<file path="config.mk">
export PLATFORM = sky130hd
export DESIGN_NAME = alu_result_stage_flat
export DESIGN_NICKNAME = d
export VERILOG_FILES = /design/src/rtl/alu_result_stage_if.sv /design/src/rtl/alu_result_stage.sv /design/src/flat_wrapper.sv
export SDC_FILE = /design/constraint.sdc
export NUM_CORES = 1
export LEC_CHECK = 0
export ABC_AREA = 1
export BUFFER_PORTS_ARGS = -buffer_cell sky130_fd_sc_hd__buf_2
export CAP_MARGIN = 20
export CORE_MARGIN = 2
export CORE_UTILIZATION = 54
export CTS_BUF_LIST = sky130_fd_sc_hd__clkbuf_8 sky130_fd_sc_hd__clkbuf_16
export DETAILED_ROUTE_END_ITERATION = 7
export PLACE_DENSITY = 0.83
export REMOVE_ABC_BUFFERS = 1
export SYNTH_ARGS = -nofsm -noshare
export SYNTH_HDL_FRONTEND = slang
export SYNTH_SLANG_ARGS = --single-unit
</file>
<file path="constraint.sdc">
create_clock -name CLK -period 2.65 [get_ports CLK]
set_input_delay 0.3975 -clock CLK [delete_from_list [all_inputs] [get_ports CLK]]
set_output_delay 0.3975 -clock CLK [all_outputs]
set_load 0.05 [all_outputs]
</file>
<file path="src/rtl/alu_result_stage_if.sv">
// Handshake/bus bundle between the ALU, the result stage and writeback.
// Signal names match the original flat port list.
interface alu_result_stage_if #(
  parameter int WIDTH = 8,
  parameter int DESTW = 3
);
  logic [WIDTH-1:0] Y;
  logic             C;
  logic             V;
  logic             N;
  logic             Z;
  logic [DESTW-1:0] IN_DEST;
  logic             IN_FLAGWE;
  logic             IN_VALID;
  logic             IN_READY;
  logic [WIDTH-1:0] OUT_DATA;
  logic [DESTW-1:0] OUT_DEST;
  logic             OUT_VALID;
  logic             OUT_READY;
  logic [2:0]       COND;
  logic             COND_TRUE;
  logic [3:0]       SR;

  modport master (
    output Y, C, V, N, Z, IN_DEST, IN_FLAGWE, IN_VALID, OUT_READY, COND,
    input  IN_READY, OUT_DATA, OUT_DEST, OUT_VALID, COND_TRUE, SR
  );

  modport slave (
    input  Y, C, V, N, Z, IN_DEST, IN_FLAGWE, IN_VALID, OUT_READY, COND,
    output IN_READY, OUT_DATA, OUT_DEST, OUT_VALID, COND_TRUE, SR
  );
endinterface

</file>
<file path="src/rtl/alu_result_stage.sv">
// Registered ALU result stage: 2-entry skid buffer (main M, skid S) with
// registered IN_READY, plus the status register and branch-condition decode.
module alu_result_stage #(
  parameter int WIDTH = 8,
  parameter int DESTW = 3
) (
  input  logic             CLK,
  input  logic             RESET_N,
  alu_result_stage_if.slave bus
);

  logic [WIDTH-1:0] m_data_q, m_data_d;
  logic [DESTW-1:0] m_dest_q, m_dest_d;
  logic             m_valid_q, m_valid_d;
  logic [WIDTH-1:0] s_data_q, s_data_d;
  logic [DESTW-1:0] s_dest_q, s_dest_d;
  logic             s_valid_q, s_valid_d;
  logic [3:0]       sr_q, sr_d;
  logic             accept;
  logic             pop;
  logic             cond_true;

  assign accept = bus.IN_VALID & ~s_valid_q;
  assign pop    = m_valid_q & bus.OUT_READY;

  always_comb begin
    m_data_d  = m_data_q;
    m_dest_d  = m_dest_q;
    m_valid_d = m_valid_q;
    s_data_d  = s_data_q;
    s_dest_d  = s_dest_q;
    s_valid_d = s_valid_q;
    sr_d      = sr_q;

    if (!m_valid_q || pop) begin
      if (s_valid_q) begin
        m_data_d  = s_data_q;
        m_dest_d  = s_dest_q;
        m_valid_d = 1'b1;
        // accept is always 0 here (S full), kept for symmetry with the rule set
        if (accept) begin
          s_data_d = bus.Y;
          s_dest_d = bus.IN_DEST;
        end else begin
          s_valid_d = 1'b0;
        end
      end else if (accept) begin
        m_data_d  = bus.Y;
        m_dest_d  = bus.IN_DEST;
        m_valid_d = 1'b1;
      end else begin
        m_valid_d = 1'b0;
      end
    end else if (accept) begin
      s_data_d  = bus.Y;
      s_dest_d  = bus.IN_DEST;
      s_valid_d = 1'b1;
    end

    if (accept && bus.IN_FLAGWE) begin
      sr_d = {bus.N, bus.Z, bus.C, bus.V};
    end
  end

  always_ff @(posedge CLK or negedge RESET_N) begin
    if (!RESET_N) begin
      m_data_q  <= '0;
      m_dest_q  <= '0;
      m_valid_q <= 1'b0;
      s_data_q  <= '0;
      s_dest_q  <= '0;
      s_valid_q <= 1'b0;
      sr_q      <= '0;
    end else begin
      m_data_q  <= m_data_d;
      m_dest_q  <= m_dest_d;
      m_valid_q <= m_valid_d;
      s_data_q  <= s_data_d;
      s_dest_q  <= s_dest_d;
      s_valid_q <= s_valid_d;
      sr_q      <= sr_d;
    end
  end

  // SR layout is {N,Z,C,V}
  always_comb begin
    cond_true = 1'b1;
    unique case (bus.COND)
      3'b000: cond_true = 1'b1;
      3'b001: cond_true = sr_q[2];
      3'b010: cond_true = ~sr_q[2];
      3'b011: cond_true = sr_q[1];
      3'b100: cond_true = ~sr_q[1];
      3'b101: cond_true = sr_q[3];
      3'b110: cond_true = sr_q[0];
      3'b111: cond_true = sr_q[3] ^ sr_q[0];
      default: cond_true = 1'b1;
    endcase
  end

  assign bus.IN_READY  = ~s_valid_q;
  assign bus.OUT_VALID = m_valid_q;
  assign bus.OUT_DATA  = m_data_q;
  assign bus.OUT_DEST  = m_dest_q;
  assign bus.SR        = sr_q;
  assign bus.COND_TRUE = cond_true;

endmodule

</file>
<file path="src/flat_wrapper.sv">
// flat-port wrapper written by rule: the top's interface ports become plain ports
module alu_result_stage_flat 
#(
  parameter int WIDTH = 8,
  parameter int DESTW = 3
)
  (CLK, RESET_N, bus_Y, bus_C, bus_V, bus_N, bus_Z, bus_IN_DEST, bus_IN_FLAGWE, bus_IN_VALID, bus_OUT_READY, bus_COND, bus_IN_READY, bus_OUT_DATA, bus_OUT_DEST, bus_OUT_VALID, bus_COND_TRUE, bus_SR);
  alu_result_stage_if #(.WIDTH(WIDTH), .DESTW(DESTW)) bus_i ();
  input  logic CLK;
  input  logic RESET_N;
  input wire logic [$bits(bus_i.Y)-1:0] bus_Y;
  input wire logic [$bits(bus_i.C)-1:0] bus_C;
  input wire logic [$bits(bus_i.V)-1:0] bus_V;
  input wire logic [$bits(bus_i.N)-1:0] bus_N;
  input wire logic [$bits(bus_i.Z)-1:0] bus_Z;
  input wire logic [$bits(bus_i.IN_DEST)-1:0] bus_IN_DEST;
  input wire logic [$bits(bus_i.IN_FLAGWE)-1:0] bus_IN_FLAGWE;
  input wire logic [$bits(bus_i.IN_VALID)-1:0] bus_IN_VALID;
  input wire logic [$bits(bus_i.OUT_READY)-1:0] bus_OUT_READY;
  input wire logic [$bits(bus_i.COND)-1:0] bus_COND;
  output wire logic [$bits(bus_i.IN_READY)-1:0] bus_IN_READY;
  output wire logic [$bits(bus_i.OUT_DATA)-1:0] bus_OUT_DATA;
  output wire logic [$bits(bus_i.OUT_DEST)-1:0] bus_OUT_DEST;
  output wire logic [$bits(bus_i.OUT_VALID)-1:0] bus_OUT_VALID;
  output wire logic [$bits(bus_i.COND_TRUE)-1:0] bus_COND_TRUE;
  output wire logic [$bits(bus_i.SR)-1:0] bus_SR;
  assign bus_i.Y = bus_Y;
  assign bus_i.C = bus_C;
  assign bus_i.V = bus_V;
  assign bus_i.N = bus_N;
  assign bus_i.Z = bus_Z;
  assign bus_i.IN_DEST = bus_IN_DEST;
  assign bus_i.IN_FLAGWE = bus_IN_FLAGWE;
  assign bus_i.IN_VALID = bus_IN_VALID;
  assign bus_i.OUT_READY = bus_OUT_READY;
  assign bus_i.COND = bus_COND;
  assign bus_IN_READY = bus_i.IN_READY;
  assign bus_OUT_DATA = bus_i.OUT_DATA;
  assign bus_OUT_DEST = bus_i.OUT_DEST;
  assign bus_OUT_VALID = bus_i.OUT_VALID;
  assign bus_COND_TRUE = bus_i.COND_TRUE;
  assign bus_SR = bus_i.SR;
  alu_result_stage #(.WIDTH(WIDTH), .DESTW(DESTW)) u_core (.CLK(CLK), .RESET_N(RESET_N), .bus(bus_i));
endmodule
</file>
==> flow_summary_export.csv <==
group,metric,value,unit
timing,tns,0,ps
global_routing,grt_first_pass_wirelength,4340,µm
critical_path,critPathLaunchType,"register",
critical_path,r2r_end,"u_core.bus.OUT_DATA[1]",
clock_tree,ctsHoldBuffers,0,
global_routing,grt-ovfl-total,0,
clock_tree,ctsLongestPathBuffers,2,
critical_path,crit_slowest_cell,"dfrtp_1",
synth,ys.flop_type,"dfrtp_1",
detailed_routing,post_drt_wl_per_cell,11.7,µm
pwr,ir_drop,498,µV
cells_and_area,fin_cells,232,
synth,yosys-top-cells-count,"nand2_1 (60), dfrtp_1 (28), o21ai_0 (23)",
synth,yosys.cell_count.top_type,"nand2_1",
flow_run,cap_violations,0,
synth,seq_area_frac_synth,0.515,
detailed_routing,drtIter0Drc,36,
critical_path,end_kind,"output pin",
detailed_routing,drt_wl_total,2710,µm
timing,finalClockSkew,9.61,ps
floorplanning,core-area,2430,µm²
timing,rsz0062_at_grt,"false",
clock_tree,cts_root_buf,"clkbuf_8",
cells_and_area,drive_gt1_frac,0.267,
global_routing,grt_max_degree,29,
timing,tightest_slew,603,ps
critical_path,r2r_setup_slack,1330,ps
timing,slew_violations,0,
critical_path,worstRegToRegCells,4,
synth,synthTopCellsByArea,"dfrtp_1 (51%), nand2_1 (17%), o21ai_0 (8.5%), inv_1 (5.2%), buf_6 (4.1%)",
placed_design,place_area,1540,µm²
placed_design,routabilityCongestion,0.729,
synth,synth_top_area_cell,"dfrtp_1",
placed_design,port_buffers,40,
clock_tree,clk_latency,280,ps
critical_path,worstSetupEndpoint,"bus_COND_TRUE",
synth,synth_top_area_frac,0.515,
timing,finalCritPeriodShare,0.625,
synth,synth_area_per_cell,8.25,µm²
run_status,outcome,"finished, final reports clean",
floorplanning,die_h,54.2,µm
critical_path,worst-path-buf-inv,1,
pwr,p_leak,0.906,nW
detailed_routing,drc,0,
cells_and_area,area_growth,18.0,%
synth,synth_edf_count,0,
global_routing,grtUsageTotal,0.204,
clock_tree,cts_buffers,3,
cells_and_area,final_area,1610,µm²
critical_path,crit_cells,4,
clock_tree,clk_pin_slew,100,ps
cells_and_area,final_nets,226,
global_routing,grt_pass1_vias,1053,
min_path,worstHoldPathType,"in -> async",
synth,ys_types,16,
floorplanning,start_util,0.560,
placed_design,dp.cells,228,
timing,holdWs,111,ps
clock_tree,cts_tree,"yes",
floorplanning,ios,41,
critical_path,worstPathCellList,"nor2_1 -> o21ai_0 -> nand3_1 -> buf_2",
clock_tree,cts.sinks,28,
cells_and_area,antennaDiodeCount,0,
pwr,p_per_area,799,nW/µm²
timing,hold_viol,0,
critical_path,critPathTopFamily,"flip-flops",
critical_path,arrival,1260,ps
clock_tree,cts_setup_buffers,0,
timing,period_minus_slack,1650,ps
floorplanning,fp.dieW,54.2,µm
synth,synthArstFlopShare,1.00,
detailed_routing,ant_nets,0,
floorplanning,num_rows,18,
global_routing,antenna_found_initial,0,
critical_path,critPathMaxStageDelay,420,ps
synth,synthCells,165,
synth,syn-cell-area,1360,µm²
synth,yosys_warnings,0,
critical_path,path_class,"reg -> out",
detailed_routing,vias,1182,
clock_tree,cts-resized-gates,0,
timing,slew_headroom,0.598,
floorplanning,dieArea,2940,µm²
critical_path,critPathMaxFanout,4,
placed_design,hpwl,1980,µm
critical_path,r2r_start,"u_core.s_valid_q",
critical_path,cp.required,2250,ps
detailed_routing,dr.pass1.iters,4,
timing,fmax,0.604,GHz
synth,synth-seq-cells,28,
clock_tree,htreeDepth,1,
critical_path,crit_start,"u_core.bus.SR[1]",
timing,setup_viol,0,
detailed_routing,avgViaCountPerCell,5.09,
==> registers in the layout, summed over array words and instances (netlist names) <==
register and flops:
u_core.bus.OUT_DATA 8, u_core.s_data_q 8, u_core.bus.SR 4, u_core.bus.OUT_DEST 3, u_core.s_dest_q 3, u_core.bus.OUT_VALID 1, u_core.s_valid_q 1
==> worst min-delay path by stage <==
stage | startpoint | to | slack (ps)
floorplan | RESET_N | u_core.bus.OUT_DATA[0] | 100
global placement | RESET_N | u_core.s_data_q[7] | 440
detailed placement | RESET_N | u_core.s_data_q[7] | 450
CTS | RESET_N | u_core.s_data_q[7] | 150
global route | RESET_N | u_core.s_dest_q[0] | 170
finish | RESET_N | u_core.s_data_q[7] | 110
==> cells in the final DEF (no fill, tap or decap), types with 2 or more instances in the layout <==
master    synthesis  routed
nand2_1          60      60
buf_2             2      40
dfrtp_1          28      28
o21ai_0          23      23
inv_1            19      19
o21ai_1           7       7
nand3_1           6       6
nor2_1            4       4
o21ai_2           4       4
clkbuf_8          0       3
nor2_2            2       2
==> power breakdown <==
part	internal [mW]	total (mW)	switching [mW]
Combinational	0.101	0.398	0.297
Sequential	0.505	0.548	0.0428
Clock	0.202	0.338	0.135
Total	0.809	1.28	0.475
==> through the flow <==
stage	utilization	setup slack, ps	total power [mW]
floorplan	-	964	0.844
global placement	0.631	1220	0.943
detailed placement	0.631	1160	0.959
CTS	0.660	985	1.29
global route	0.660	898	1.34
finish	0.660	995	1.28
==> final cells by class <==
| class | count | area, µm² |
|---|---|---|
| clock buffer | 3 | 41.3 |
| clock inverter | 1 | 30.0 |
| fill | 212 | 826 |
| inverter | 19 | 71.3 |
| multi-input combinational | 110 | 518 |
| sequential | 28 | 701 |
| tap | 30 | 37.5 |
| timing repair buffer | 41 | 208 |
==> cell families after synthesis <==
| kind of cell | after synthesis | share of synthesized area |
|---|---|---|
| simple gates | 76 | 0.244 |
| buf+inv | 27 | 0.105 |
| flops | 28 | 0.515 |
| compound gates | 34 | 0.136 |
==> routing by layer <==
layer  vias up  share of wire  GRT usage
met5         -              0          0
met1       546           0.44      0.249
li1        596              -          -
met2        33           0.49      0.367
met3         7          0.047     0.0246
met4         0          0.020     0.0750
Note: power is estimated with default switching activity, not from simulation.
